File: config.mk
export PLATFORM = sky130hd
export DESIGN_NAME = qos_read_scheduler_flat
export DESIGN_NICKNAME = d
export VERILOG_FILES = /design/src/rtl/qos_pkg.sv /design/src/rtl/qos_read_scheduler_if.sv /design/src/rtl/qos_weight_arbiter.sv /design/src/rtl/qos_read_scheduler.sv /design/src/flat_wrapper.sv
export SDC_FILE = /design/constraint.sdc
export NUM_CORES = 1
export LEC_CHECK = 0
export ABC_CLOCK_PERIOD_IN_PS = 12660
export CAP_MARGIN = 20
export CORE_AREA = 10 10 86 88
export CTS_BUF_LIST = sky130_fd_sc_hd__clkbuf_16
export DETAILED_ROUTE_END_ITERATION = 10
export DIE_AREA = 0 0 96 98
export DONT_BUFFER_PORTS = 1
export GPL_ROUTABILITY_DRIVEN = 0
export PLACE_DENSITY = 0.66
export SETUP_SLACK_MARGIN = 0.3
export SYNTH_ARGS = -nofsm -noshare
export SYNTH_HDL_FRONTEND = slang
export SYNTH_HIERARCHICAL = 1
export SYNTH_SLANG_ARGS = --single-unit
File: constraint.sdc
create_clock -name clk -period 12.66 [get_ports clk]
set_clock_uncertainty 0.15 [all_clocks]
set_input_delay 3.798 -clock clk [delete_from_list [all_inputs] [get_ports clk]]
set_output_delay 3.798 -clock clk [all_outputs]
set_load 0.1 [all_outputs]
File: src/rtl/qos_pkg.sv
// Shared types and constants for the QoS read scheduler.
//   qid_t    : 2-bit queue identifier
//   weight_t : 6-bit unsigned weight
//   state_t  : scheduler FSM states
//   WT_Q0..WT_Q3 : occupancy -> weight tables (index 0..QDEPTH)
//   W_OVERRIDE   : weight forced when the override pattern occurs
//   base_weight(): table lookup for one queue at a clamped occupancy
package qos_pkg;

    localparam int NUM_Q  = 4;
    localparam int QDEPTH = 6;

    typedef logic [1:0] qid_t;
    typedef logic [5:0] weight_t;

    typedef enum logic [1:0] {
        ST_IDLE  = 2'd0,
        ST_EVAL  = 2'd1,
        ST_ISSUE = 2'd2,
        ST_WAIT  = 2'd3
    } state_t;

    // Low occupancy favours Q0 (low-latency), high occupancy favours Q3.
    localparam weight_t WT_Q0 [0:QDEPTH] = '{6'd0, 6'd9, 6'd13, 6'd15, 6'd16, 6'd17, 6'd19};
    localparam weight_t WT_Q1 [0:QDEPTH] = '{6'd0, 6'd6, 6'd8,  6'd12, 6'd14, 6'd18, 6'd21};
    localparam weight_t WT_Q2 [0:QDEPTH] = '{6'd0, 6'd3, 6'd5,  6'd7,  6'd11, 6'd19, 6'd23};
    localparam weight_t WT_Q3 [0:QDEPTH] = '{6'd0, 6'd1, 6'd2,  6'd4,  6'd10, 6'd22, 6'd24};

    localparam weight_t W_OVERRIDE = 6'd20;

    // occ must already be clamped to 0..QDEPTH.
    function automatic weight_t base_weight(input qid_t q, input logic [2:0] occ);
        weight_t w;
        case (q)
            2'd0:    w = WT_Q0[occ];
            2'd1:    w = WT_Q1[occ];
            2'd2:    w = WT_Q2[occ];
            default: w = WT_Q3[occ];
        endcase
        return w;
    endfunction

endpackage

File: src/rtl/qos_read_scheduler_if.sv
// Bus between the QoS read scheduler and its neighbours.
//   master : queue storage / readout side (drives read_req, occ, head_data)
//   slave  : the scheduler (drives pop, readd, strobes and statistics)
interface qos_read_scheduler_if
    import qos_pkg::*;
#(
    parameter int OCC_W = 3,
    parameter int CNT_W = 10
);
    logic                     read_req;
    logic [NUM_Q*OCC_W-1:0]   occ;
    logic [2*NUM_Q-1:0]       head_data;
    logic [NUM_Q-1:0]         pop;
    logic [3:0]               readd;
    logic                     read_valid;
    logic                     read_empty;
    logic [CNT_W-1:0]         ct_received;
    logic [CNT_W-1:0]         ct_overrun;

    modport master (
        output read_req, occ, head_data,
        input  pop, readd, read_valid, read_empty, ct_received, ct_overrun
    );

    modport slave (
        input  read_req, occ, head_data,
        output pop, readd, read_valid, read_empty, ct_received, ct_overrun
    );
endinterface

File: src/rtl/qos_weight_arbiter.sv
// Combinational weight arbiter.
//   occ_i          : snapshot occupancies, Qi at [i*OCC_W +: OCC_W]
//   winner_o       : queue with the greatest weight (ties -> higher index)
//   any_nonempty_o : at least one queue has non-zero weight
module qos_weight_arbiter
    import qos_pkg::*;
#(
    parameter int OCC_W = 3
) (
    input  logic [NUM_Q*OCC_W-1:0] occ_i,
    output qid_t                   winner_o,
    output logic                   any_nonempty_o
);

    logic [2:0] occ_c  [NUM_Q];
    weight_t    base_w [NUM_Q];
    weight_t    w      [NUM_Q];
    weight_t    best_w;

    // An occupancy above the queue depth is treated as a full queue.
    for (genvar gi = 0; gi < NUM_Q; gi++) begin : g_lookup
        assign occ_c[gi] = (occ_i[gi*OCC_W +: OCC_W] > OCC_W'(QDEPTH))
                         ? 3'(QDEPTH) : 3'(occ_i[gi*OCC_W +: OCC_W]);
        assign base_w[gi] = base_weight(qid_t'(gi), occ_c[gi]);
    end

    // When Q0 is full and Q2 nearly full, one of them is pinned at the
    // override weight depending on how loaded Q1 is.
    always_comb begin
        w = base_w;
        if (occ_c[0] == 3'd6 && occ_c[2] == 3'd5) begin
            if (occ_c[1] < 3'd5) begin
                w[0] = W_OVERRIDE;
            end else begin
                w[2] = W_OVERRIDE;
            end
        end
    end

    // Ascending scan with >= lets a later (higher) index win a tie.
    always_comb begin
        best_w         = '0;
        winner_o       = '0;
        any_nonempty_o = 1'b0;
        for (int i = 0; i < NUM_Q; i++) begin
            if (w[i] != '0 && w[i] >= best_w) begin
                best_w         = w[i];
                winner_o       = qid_t'(i);
                any_nonempty_o = 1'b1;
            end
        end
    end

endmodule

File: src/rtl/qos_read_scheduler.sv
// QoS dequeue scheduler: on a read request it snapshots queue occupancies,
// picks a winner through the weight arbiter and issues a one-hot pop.
//   clk, reset   : clock, synchronous active-high reset
//   rd_if.slave  : read_req/occ/head_data in; pop/readd/read_valid/
//                  read_empty/ct_received/ct_overrun out
// Latency: read_req in cycle k -> pop/read_valid/readd in cycle k+3,
// next request accepted in cycle k+4. One request arriving while busy is
// remembered; further ones are counted as overruns.
module qos_read_scheduler
    import qos_pkg::*;
#(
    parameter int OCC_W = 3,
    parameter int CNT_W = 10
) (
    input  logic           clk,
    input  logic           reset,
    qos_read_scheduler_if.slave rd_if
);

    state_t                  state_q,     state_d;
    logic                    pending_q,   pending_d;
    logic [NUM_Q*OCC_W-1:0]  occ_snap_q,  occ_snap_d;
    logic [2*NUM_Q-1:0]      head_snap_q, head_snap_d;
    qid_t                    winner_q,    winner_d;
    logic                    any_q,       any_d;
    logic [NUM_Q-1:0]        pop_q,       pop_d;
    logic [3:0]              readd_q,     readd_d;
    logic                    valid_q,     valid_d;
    logic                    empty_q,     empty_d;
    logic [CNT_W-1:0]        ct_rx_q,     ct_rx_d;
    logic [CNT_W-1:0]        ct_ovr_q,    ct_ovr_d;

    qid_t                    arb_winner;
    logic                    arb_any;
    logic [1:0]              head_sel;

    qos_weight_arbiter #(.OCC_W(OCC_W)) u_arb (
        .occ_i          (occ_snap_q),
        .winner_o       (arb_winner),
        .any_nonempty_o (arb_any)
    );

    assign head_sel = head_snap_q[{winner_q, 1'b0} +: 2];

    always_comb begin
        state_d     = state_q;
        pending_d   = pending_q;
        occ_snap_d  = occ_snap_q;
        head_snap_d = head_snap_q;
        winner_d    = winner_q;
        any_d       = any_q;
        pop_d       = pop_q;
        readd_d     = readd_q;
        valid_d     = valid_q;
        empty_d     = empty_q;
        ct_rx_d     = ct_rx_q;
        ct_ovr_d    = ct_ovr_q;

        case (state_q)
            ST_IDLE: begin
                if (rd_if.read_req || pending_q) begin
                    occ_snap_d  = rd_if.occ;
                    head_snap_d = rd_if.head_data;
                    pending_d   = 1'b0;
                    state_d     = ST_EVAL;
                end
            end
            ST_EVAL: begin
                winner_d = arb_winner;
                any_d    = arb_any;
                state_d  = ST_ISSUE;
            end
            ST_ISSUE: begin
                valid_d = 1'b1;
                if (any_q) begin
                    pop_d   = NUM_Q'(1) << winner_q;
                    readd_d = {winner_q, head_sel};
                    empty_d = 1'b0;
                end else begin
                    pop_d   = '0;
                    readd_d = 4'b0000;
                    empty_d = 1'b1;
                end
                state_d = ST_WAIT;
            end
            default: begin // ST_WAIT: strobes are visible this cycle only
                pop_d   = '0;
                valid_d = 1'b0;
                empty_d = 1'b0;
                if (any_q) begin
                    ct_rx_d = ct_rx_q + CNT_W'(1);
                end
                state_d = ST_IDLE;
            end
        endcase

        // A single request can wait while busy; anything beyond it is lost.
        if (state_q != ST_IDLE && rd_if.read_req) begin
            if (pending_q) begin
                ct_ovr_d = ct_ovr_q + CNT_W'(1);
            end else begin
                pending_d = 1'b1;
            end
        end
    end

    always_ff @(posedge clk) begin
        if (reset) begin
            state_q     <= ST_IDLE;
            pending_q   <= 1'b0;
            occ_snap_q  <= '0;
            head_snap_q <= '0;
            winner_q    <= '0;
            any_q       <= 1'b0;
            pop_q       <= '0;
            readd_q     <= '0;
            valid_q     <= 1'b0;
            empty_q     <= 1'b0;
            ct_rx_q     <= '0;
            ct_ovr_q    <= '0;
        end else begin
            state_q     <= state_d;
            pending_q   <= pending_d;
            occ_snap_q  <= occ_snap_d;
            head_snap_q <= head_snap_d;
            winner_q    <= winner_d;
            any_q       <= any_d;
            pop_q       <= pop_d;
            readd_q     <= readd_d;
            valid_q     <= valid_d;
            empty_q     <= empty_d;
            ct_rx_q     <= ct_rx_d;
            ct_ovr_q    <= ct_ovr_d;
        end
    end

    assign rd_if.pop         = pop_q;
    assign rd_if.readd       = readd_q;
    assign rd_if.read_valid  = valid_q;
    assign rd_if.read_empty  = empty_q;
    assign rd_if.ct_received = ct_rx_q;
    assign rd_if.ct_overrun  = ct_ovr_q;

endmodule

File: src/flat_wrapper.sv
// flat-port wrapper written by rule: the top's interface ports become plain ports
module qos_read_scheduler_flat import qos_pkg::*;
#(
    parameter int OCC_W = 3,
    parameter int CNT_W = 10
)
  (clk, reset, rd_if_read_req, rd_if_occ, rd_if_head_data, rd_if_pop, rd_if_readd, rd_if_read_valid, rd_if_read_empty, rd_if_ct_received, rd_if_ct_overrun);
  qos_read_scheduler_if #(.OCC_W(OCC_W), .CNT_W(CNT_W)) rd_if_i ();
  input  logic clk;
  input  logic reset;
  input wire logic [$bits(rd_if_i.read_req)-1:0] rd_if_read_req;
  input wire logic [$bits(rd_if_i.occ)-1:0] rd_if_occ;
  input wire logic [$bits(rd_if_i.head_data)-1:0] rd_if_head_data;
  output wire logic [$bits(rd_if_i.pop)-1:0] rd_if_pop;
  output wire logic [$bits(rd_if_i.readd)-1:0] rd_if_readd;
  output wire logic [$bits(rd_if_i.read_valid)-1:0] rd_if_read_valid;
  output wire logic [$bits(rd_if_i.read_empty)-1:0] rd_if_read_empty;
  output wire logic [$bits(rd_if_i.ct_received)-1:0] rd_if_ct_received;
  output wire logic [$bits(rd_if_i.ct_overrun)-1:0] rd_if_ct_overrun;
  assign rd_if_i.read_req = rd_if_read_req;
  assign rd_if_i.occ = rd_if_occ;
  assign rd_if_i.head_data = rd_if_head_data;
  assign rd_if_pop = rd_if_i.pop;
  assign rd_if_readd = rd_if_i.readd;
  assign rd_if_read_valid = rd_if_i.read_valid;
  assign rd_if_read_empty = rd_if_i.read_empty;
  assign rd_if_ct_received = rd_if_i.ct_received;
  assign rd_if_ct_overrun = rd_if_i.ct_overrun;
  qos_read_scheduler #(.OCC_W(OCC_W), .CNT_W(CNT_W)) u_core (.clk(clk), .reset(reset), .rd_if(rd_if_i));
endmodule
### Word level (Yosys, flattened, before mapping)

Memory sizes are Yosys's and may differ from the RTL's.
Index checks and enable logic that the tools add are counted.

| word-level totals | value |
|---|---|
| logic and storage cells | 99 |
| bits in registers | 56 |
| memories kept | 4 |
| ROM bits | 192 |

| operators by class | value |
|---|---|
| order comparisons | 13 |
| bitwise logic cells | 5 |
| equality and inequality tests | 5 |
| shift-type cells | 2 |
| muxes and demuxes | 38 |
| $add $sub $neg | 2 |
| reduce and logical (&&, ||, !) cells | 18 |

Memories:

| name | words | bits a word | read ports | clocked after memory_dff | wr ports | RTL line | source |
|---|---|---|---|---|---|---|---|
| (no name shown) | 8 | 6 | 1 | 0 | 0 | qos_pkg.sv:38 | `default: w = WT_Q3[occ];` |
| (no name shown) | 8 | 6 | 1 | 0 | 0 | qos_pkg.sv:37 | `2'd2: w = WT_Q2[occ];` |
| (no name shown) | 8 | 6 | 1 | 0 | 0 | qos_pkg.sv:36 | `2'd1: w = WT_Q1[occ];` |
| (no name shown) | 8 | 6 | 1 | 0 | 0 | qos_pkg.sv:35 | `2'd0: w = WT_Q0[occ];` |

Operators with widths:

| kind | number |
|---|---|
| 6-bit two-way mux | 15 |
| 6-bit nonzero test | 4 |
| 10-bit by 1-bit adder with 10-bit output (second input constant) | 2 |
| 6-bit >= comparator | 3 |
| 4-bit >= comparator (second input constant) | 4 |
| 3-bit NOT with 4-bit output | 4 |
| 3-bit greater-than comparator (second input constant) | 4 |
| 3-bit two-way mux | 4 |
| 1-bit two-way mux | 10 |
| 4-bit two-way mux | 2 |
| 4-bit one-hot mux with 2 select lines | 1 |
| 8-bit by 4-bit indexed part select with 2-bit output | 1 |
| 3-bit == test (second input constant) | 2 |
| 6-bit by 1-bit >= comparator with 1-bit output (second input constant) | 1 |
| 1-bit logical AND | 6 |
| 2-bit two-way mux | 3 |
| 2-bit one-hot mux with 3 select lines | 1 |
| 2-bit AND reduction | 3 |
| 1-bit one-hot mux with 2 select lines | 2 |
| 1-bit by 2-bit << shifter with 4-bit output (first input constant) | 1 |
| 3-bit less-than comparator (second input constant) | 1 |
| 3-bit OR reduction | 1 |
| 2-bit by 1-bit == test with 1-bit output (second input constant) | 1 |
| 2-bit == test (second input constant) | 1 |
| 6 further kinds | 6 |

### Longest topological paths before layout

Gate-level depths: netlist of run 1.

| logic depth | value |
|---|---|
| word-level depth | 20 |
| gate-level depth with buffers | 24 |
| mapped depth without buffers | 23 |

### Modules after synthesis

The synthesis of run 1 kept the hierarchy.

By module, submodules not included:

| module | times used | cells each | area an instance (µm²) |
|---|---|---|---|
| qos_read_scheduler | 1 | 266 | 2307.2 |
| qos_weight_arbiter | 1 | 95 | 718.2 |

### Worst setup path after synthesis of run 1

OpenSTA, ideal clock, no wires.

| timing path | value |
|---|---|
| path kind | register to output |
| start point | register u_core.ct_ovr_q[3] (netlist: u_core/rd_if.ct_overrun[3]) |
| end point | output port rd_if_ct_overrun[3] |
| buffers on the path | 0 |
| stages on the path, launching flop included | 1 |
| slack | 7.719 ns |
| arrival | 0.993 ns |
| data required time | 8.712 ns |
| cell sequence | dfxtp_1 |

RTL lines:

| what | RTL line | source |
|---|---|---|
| start: declaration | qos_read_scheduler.sv:31 | `logic [CNT_W-1:0] ct_ovr_q, ct_ovr_d;` |
| start signal: assignment | qos_read_scheduler.sv:133 | `ct_ovr_q <= ct_ovr_d;` |
| end: declaration | flat_wrapper.sv:19 | `output wire logic [$bits(rd_if_i.ct_overrun)-1:0] rd_if_ct_overrun;` |

No word-level cell between the ends.

### Worst setup path in the final report of run 1

| timing path | value |
|---|---|
| start point | register u_core.ct_rx_q[6] (netlist: u_core/rd_if.ct_received[6]) |
| end point | output port rd_if_ct_received[6] |

RTL lines:

| what | RTL line | source |
|---|---|---|
| start: declaration | qos_read_scheduler.sv:30 | `logic [CNT_W-1:0] ct_rx_q, ct_rx_d;` |
| start signal: assignment | qos_read_scheduler.sv:132 | `ct_rx_q <= ct_rx_d;` |
| end: declaration | flat_wrapper.sv:18 | `output wire logic [$bits(rd_if_i.ct_received)-1:0] rd_if_ct_received;` |

No word-level cell between the ends.

==> results of run 1 <==
synth_stat cells (3+ instances only):
cell type  instances
a21oi_1           47
clkbuf_1           9
ha_1              21
nor2_1            24
nand2_1           60
o21a_1             3
or4_1              8
dfxtp_1           56
o31ai_1            8
nand4_1            4
a22oi_1            5
o21ai_1            3
mux2_2             4
inv_1             16
mux2i_1            6
or3_1              5
nand2b_1           4
nor3_1             3
o21ai_0           10
nand3_1           13
power breakdown:
group,switching [mW],leakage (nW),internal [mW]
logic,0.135,0.681,0.107
clock network,0.0632,0.0635,0.0728
registers,0.0402,0.455,0.197
total,0.238,1.20,0.377
registers in the layout, summed over array words and instances, names as in the netlist:
name                      cells
u_core/any_q                  1
u_core/head_snap_q            8
u_core/occ_snap_q            12
u_core/pending_q              1
u_core/rd_if.ct_overrun      10
u_core/rd_if.ct_received     10
u_core/rd_if.pop              4
u_core/rd_if.read_empty       1
u_core/rd_if.read_valid       1
u_core/rd_if.readd            4
u_core/state_q                2
u_core/winner_q               2
cells in the final DEF, fill, tap and decap left out, drive strengths merged, types with 5 or more instances in the layout:
cell type / instances
a21oi: 47
nand2: 60
ha: 21
mux2: 5
nand3: 13
inv: 16
mux2i: 6
nor2: 25
clkbuf: 5
dfxtp: 56
or3: 6
or4: 8
a22oi: 5
o21ai: 13
o31ai: 8
how the worst min path moves through the flow:
stage                                          to  slack [ns]  depth (start not counted)
6_report       u_core/head_snap_q[6]$_SDFFE_PP0P_        0.30                          2
5_1_grt        u_core/head_snap_q[3]$_SDFFE_PP0P_        0.33                          2
4_1_cts        u_core/head_snap_q[6]$_SDFFE_PP0P_        0.30                          2
3_5_place_dp   u_core/head_snap_q[6]$_SDFFE_PP0P_        0.29                          2
3_3_place_gp   u_core/head_snap_q[6]$_SDFFE_PP0P_        0.28                          2
2_1_floorplan  u_core/head_snap_q[4]$_SDFFE_PP0P_        0.28                          2
through the flow:
| step | cell area [um2] | hold slack, ns |
|---|---|---|
| floorplan | 3030 | 0.283 |
| CTS | 3190 | 0.302 |
| detailed placement | 3050 | 0.291 |
| finish | 3190 | 0.300 |
| global route | 3190 | 0.331 |
| global placement | 3050 | 0.284 |
layer usage:
| metal | global-route usage (%) | routed length, um | share of wire, % | up-vias |
|---|---|---|---|---|
| met5 | 0 | 0 | 0 | - |
| met4 | 4.09 | 57 | 0.84 | 0 |
| met3 | 3.75 | 338 | 5.0 | 5 |
| met2 | 24.8 | 3460 | 51 | 48 |
| met1 | 16.7 | 2930 | 43 | 1181 |
| li1 | - | - | - | 1262 |
kinds of logic after synthesis:
family | after synthesis | synth area share [%]
xor gates and xnor gates | 4 | 1.16
AOI/OAI and AO/OA | 94 | 19.1
DFF | 56 | 37.1
and+or+nand+nor | 141 | 23.9
muxes | 13 | 5.46
adders and majority gates | 21 | 8.68
buffers and inverters | 32 | 4.55
layout make-up:
type / instances / area (um2) / area share, %
Clock buffer: 5 / 125 / 3.92
Clock inverter: 3 / 18.8 / 0.588
Inverter: 16 / 60.1 / 1.88
Multi-Input combinational cell: 273 / 1770 / 55.3
Sequential cell: 56 / 1120 / 35.1
Tap cell: 75 / 93.8 / 2.94
Timing Repair Buffer: 1 / 7.51 / 0.235
==> flow_metrics.tcl, run 1 <==
set metrics [dict create \
    run_status "complete, no violations" \
    syn_inst 361 \
    dieArea_um2 9410 \
    ios 53 \
    drive_gt1_share_pct 7.34 \
    fmax_mhz 189 \
    holdCritPathClass "flop to flop" \
    n_fill_cell 548 \
    yosys_warnings 6 \
    post-route-min-period_ns 5.29 \
    io_buffers 0 \
    synth_ff_type "dfxtp_1" \
    yosys.area.top_type "dfxtp_1" \
    tns_ns 0 \
    cts_buffers 5 \
    ys_ff_latch 56 \
    cp-startpoint "u_core/rd_if.ct_received[6]$_SDFFE_PP0P_" \
    antenna_cells 0 \
    cp.required_ns 8.71 \
    final_nets 397 \
    cts_tree "yes" \
    die_w_um 96 \
    syn_avg_cell_area_um2 8.38 \
    r2r_slack_ns 7.60 \
    p_per_area_nw_per_um2 193 \
    synth_area_um2 3030 \
    ant_nets 0 \
    post-route-util_pct 55.6 \
    synth_cell_types 58 \
    worst-path-max-fanout 6 \
    grt_start_max_net_pins 59 \
    cap_violations 0 \
    postCtsSetupBuffers 0 \
    crit_cells 0 \
    worstSetupPathType "flop to output pin" \
    path_clk_slew_ns 0.08 \
    grt_pass1_wl_um 11100 \
    via_count 2496 \
    setup_viol 0 \
    p_leak_nw 1.20 \
    die_height_um 98 \
    cts_sinks 56 \
    placed_cells 421 \
    drc 0 \
    dpl_worst_slack_ns 7.66 \
    min-delay-start "u_core/head_snap_q[6]$_SDFFE_PP0P_" \
    worstPathArrival_ns 1.34 \
    rows 28 \
    period_share_pct 41.8 \
    grtUsageTotal_pct 14.3 \
    power.total_mw 0.615 \
    area_delta_synth_final_pct 5.54 \
    tightest_slew_ns 1.10 \
    htreeDepth 2 \
    synth_nets 405 \
    initial_core_util_pct 52.7 \
    synth_area_leaders "dfxtp_1 (37%), ha_1 (8.7%), a21oi_1 (7.8%), nand2_1 (7.4%), nor2_1 (3.0%)" \
    post_drt_wl_per_cell_um 15.8 \
    drt_iter0_drc 137 \
    via_per_inst 5.82 \
    r2r-start "u_core/occ_snap_q[4]$_SDFFE_PP0P_" \
    grt_pass1_vias 2363 \
    cts_resized 0 \
    finalNonFillerCells 429 \
    dp_hpwl_um 4960 \
    antenna_found_initial 0 \
    async_flop_share_pct 0 \
    yosysSeqAreaShare_pct 37.1 \
    worstSetupEndpointType "output pin" \
    wl_um 6790 \
    rsz0062_at_grt "no" \
    clockBufferDepth 2 \
    overflow 0 \
    slew_viol_final 0 \
    hold_buffers 0 \
    synth_top_area_share_pct 37.1 \
    firstDrtPassIters 4 \
    root_buffer "clkbuf_16" \
    hold_viol_final 0 \
    slew_headroom_pct 26.4 \
    crit_end "rd_if_ct_received[6]" \
    clk_latency_ns 0.29 \
    reg2reg_depth 23 \
    synth_edf_count 0 \
    fp.coreArea_um2 5750 \
    worstSetupStartpointType "flop" \
    timing.rr.end "u_core/any_q$_SDFFE_PP0P_" \
    vdd_drop_max_mv 0.0929 \
    layout_setup_ws_ns 7.37 \
]
No activity file was read; power rests on OpenSTA's default activity.
==> run 2: changes to the inputs <==
--- a/config.mk
+++ b/config.mk
@@ -5,7 +5,7 @@
 export SDC_FILE = /design/constraint.sdc
 export NUM_CORES = 1
 export LEC_CHECK = 0
-export ABC_CLOCK_PERIOD_IN_PS = 12660
+export ABC_CLOCK_PERIOD_IN_PS = 4250
 export CAP_MARGIN = 20
 export CORE_AREA = 10 10 86 88
 export CTS_BUF_LIST = sky130_fd_sc_hd__clkbuf_16
@@ -13,7 +13,7 @@
 export DIE_AREA = 0 0 96 98
 export DONT_BUFFER_PORTS = 1
 export GPL_ROUTABILITY_DRIVEN = 0
-export PLACE_DENSITY = 0.66
+export PLACE_DENSITY = 0.69
 export SETUP_SLACK_MARGIN = 0.3
 export SYNTH_ARGS = -nofsm -noshare
 export SYNTH_HDL_FRONTEND = slang
==> constraint.sdc (replaced) <==
create_clock -name clk -period 4.25 [get_ports clk]
set_clock_uncertainty 0.15 [all_clocks]
set_input_delay 1.275 -clock clk [delete_from_list [all_inputs] [get_ports clk]]
set_output_delay 1.275 -clock clk [all_outputs]
set_load 0.1 [all_outputs]
==> run 2 against run 1 <==
  * The run now ends with negative setup slack left
  * Setup slack worse by 7.5 ns
  * Flip-flop and latch count stayed put
  * First-iteration DRC count rose by 13%
  * Final cell count rose by 7.0%
  * Global-route usage up 1.4 points
  * Clock power grew to 3.9 times the previous value
  * Critical endpoint is now u_core/any_q$_SDFFE_PP0P_
  * Register-to-register slack lost 7.8 ns
  * Sequential share of layout area shrank 4.1 points
  * Die area did not move
  * Routed wire length up 7.5%
  * Combinational power grew to 4.7 times the previous value
  * Via count is 4.6% higher
==> flow_metrics.tcl, run 2 (synthesis gave the netlist of run 1 again) <==
set metrics [dict create \
    ios 53 \
    place_area_um2 3250 \
    firstDrtPassIters 4 \
    slew_headroom_pct 26.3 \
    final_cell_area_um2 3620 \
    clockBufferDepth 2 \
    antenna_found_initial 0 \
    placed_cells 445 \
    p_per_area_nw_per_um2 648 \
    die_height_um 98 \
    wl_um 7300 \
    grt_pass1_vias 2564 \
    largest_reg_flops 12 \
    cp_top_family "compound AO/OA/AOI/OAI gates" \
    die_w_um 96 \
    finalNonFillerCells 459 \
    post_drt_wl_per_cell_um 15.9 \
    period_share_pct 104 \
    fp.coreArea_um2 5750 \
    vdd_drop_max_mv 0.401 \
    dieArea_um2 9410 \
    area_delta_synth_final_pct 19.8 \
    path_clk_slew_ns 0.07 \
    drc 0 \
    fmax_mhz 226 \
    cpMaxStageDelayCell "mux2_4" \
    grt_start_max_net_pins 59 \
    final_nets 427 \
    worstSetupEndpointType "flop" \
    via_per_inst 5.69 \
    p_leak_nw 1.42 \
    layout_setup_ws_ns -0.169 \
    worst-path-max-fanout 4 \
    cts_tree "yes" \
    post-route-util_pct 63.1 \
    tightest_slew_ns 1.10 \
    whs_ns 0.301 \
    n_fill_cell 492 \
    setup_viol 3 \
    hold_viol_final 0 \
    rows 28 \
    cp.required_ns 4.29 \
    holdCritPathClass "flop to flop" \
    cts_sinks 56 \
    htreeDepth 2 \
    violations "negative setup slack" \
    hold_buffers 0 \
    grt_pass1_wl_um 12200 \
    rsz0062_at_grt "yes" \
    initial_core_util_pct 52.7 \
    dp_hpwl_um 5140 \
    slew_viol_final 0 \
    drive_gt1_share_pct 21.4 \
    root_buffer "clkbuf_16" \
    final_common_cell "nand2_1" \
    overflow 0 \
    run_status "finished, violations left" \
    antenna_cells 0 \
    layout_common_cells "nand2_1 (60), dfxtp_1 (54), a21oi_1 (42)" \
    clk_latency_ns 0.29 \
    io_buffers 0 \
    slowest_delay_ns 0.34 \
    worstPathArrival_ns 4.46 \
    via_count 2612 \
    grtUsageTotal_pct 15.8 \
    crit_chain "o21a_4, nor4b_4, a21o_2, inv_2, ha_4, nand3_2, or2_1, o22a_2, a32o_2, ha_4, nand2b_4, a21oi_2, o21ai_2, o211ai_1, mux2_4, ha_4, nand2b_4, a21o_1, a21oi_2, o21a_1, nand4_1, mux2i_1, nor2_1" \
    worstSetupStartpointType "flop" \
    worstSetupPathType "flop to flop" \
    ant_nets 0 \
    post-route-min-period_ns 4.42 \
    regMostFlops "u_core/occ_snap_q" \
    cts_buffers 5 \
    timing.critical_path.buf_inv 1 \
    cap_violations 0 \
    crit_top_cell "ha_4" \
    drt_iter0_drc 155 \
]
==> run 2: cell types whose count changed in the layout (fill, tap and decap cells not counted), moves of 4 or more <==
cell	delta
ha_4	+4
a21oi_1	-5
a21oi_2	+4
buf_4	+29
ha_1	-4
==> run 2: cell type report <==
cell class                 count  area (um2)  area share, %
inverter                      16        60.1           1.66
clock inverter                 3        68.8           1.90
multi-input combinational    273        1920           52.9
timing repair buffer          31         236           6.52
sequential                    56        1120           31.0
tap                           75        93.8           2.59
clock buffer                   5         125           3.45
==> run 2: routing by layer <==
layer,global-route usage [%],wire [um],up-vias
met5,0,0,-
met4,5.22,93,0
met3,4.21,358,8
met2,27.4,3810,43
met1,17.8,3040,1233
li1,-,-,1328
==> run 2: path summary, 6_finish.rpt <==
| path | from | slack [ns] | to | depth (start not counted) |
|---|---|---|---|---|
| max reg2reg | u_core/occ_snap_q[3]$_SDFFE_PP0P_ | -0.17 | u_core/any_q$_SDFFE_PP0P_ | 23 |
| min | u_core/head_snap_q[4]$_SDFFE_PP0P_ | 0.30 | u_core/head_snap_q[4]$_SDFFE_PP0P_ | 2 |
| min reg2reg | u_core/head_snap_q[4]$_SDFFE_PP0P_ | 0.30 | u_core/head_snap_q[4]$_SDFFE_PP0P_ | 2 |
| max | u_core/occ_snap_q[3]$_SDFFE_PP0P_ | -0.17 | u_core/any_q$_SDFFE_PP0P_ | 23 |
==> run 2: power by group <==
part,leakage (nW),switching [mW],internal (mW)
sequential,0.456,0.102,0.589
clock,0.0944,0.191,0.340
combinational,0.868,0.548,0.578
==> run 2: worst register-to-register path: cells and delay by family (launching register included) <==
| family | cells | cell delay (ns) |
|---|---|---|
| adders and majority gates | 3 | 0.67 |
| DFF | 1 | 0.33 |
| and+or+nand+nor | 7 | 0.94 |
| AOI/OAI and AO/OA | 10 | 1.70 |
| buffers and inverters | 1 | 0.05 |
| muxes | 2 | 0.49 |
==> run 2: repair_timing <==
action | 4_1_cts | 5_1_grt
buffers inserted | 4 | 2
pin swaps | 18 | 2
gates resized for setup | 25 | 1
endpoints found under the setup margin | 3 | 3
==> run 2: stage by stage <==
stage	total power, mW	TNS [ns]	setup slack [ns]
4_1_cts	2.32	-0.324	-0.128
6_report	2.35	-0.451	-0.169
2_1_floorplan	1.33	-0.689	-0.260
3_5_place_dp	1.61	-0.889	-0.324
5_1_grt	2.50	-1.09	-0.409
3_3_place_gp	1.59	-0.492	-0.191
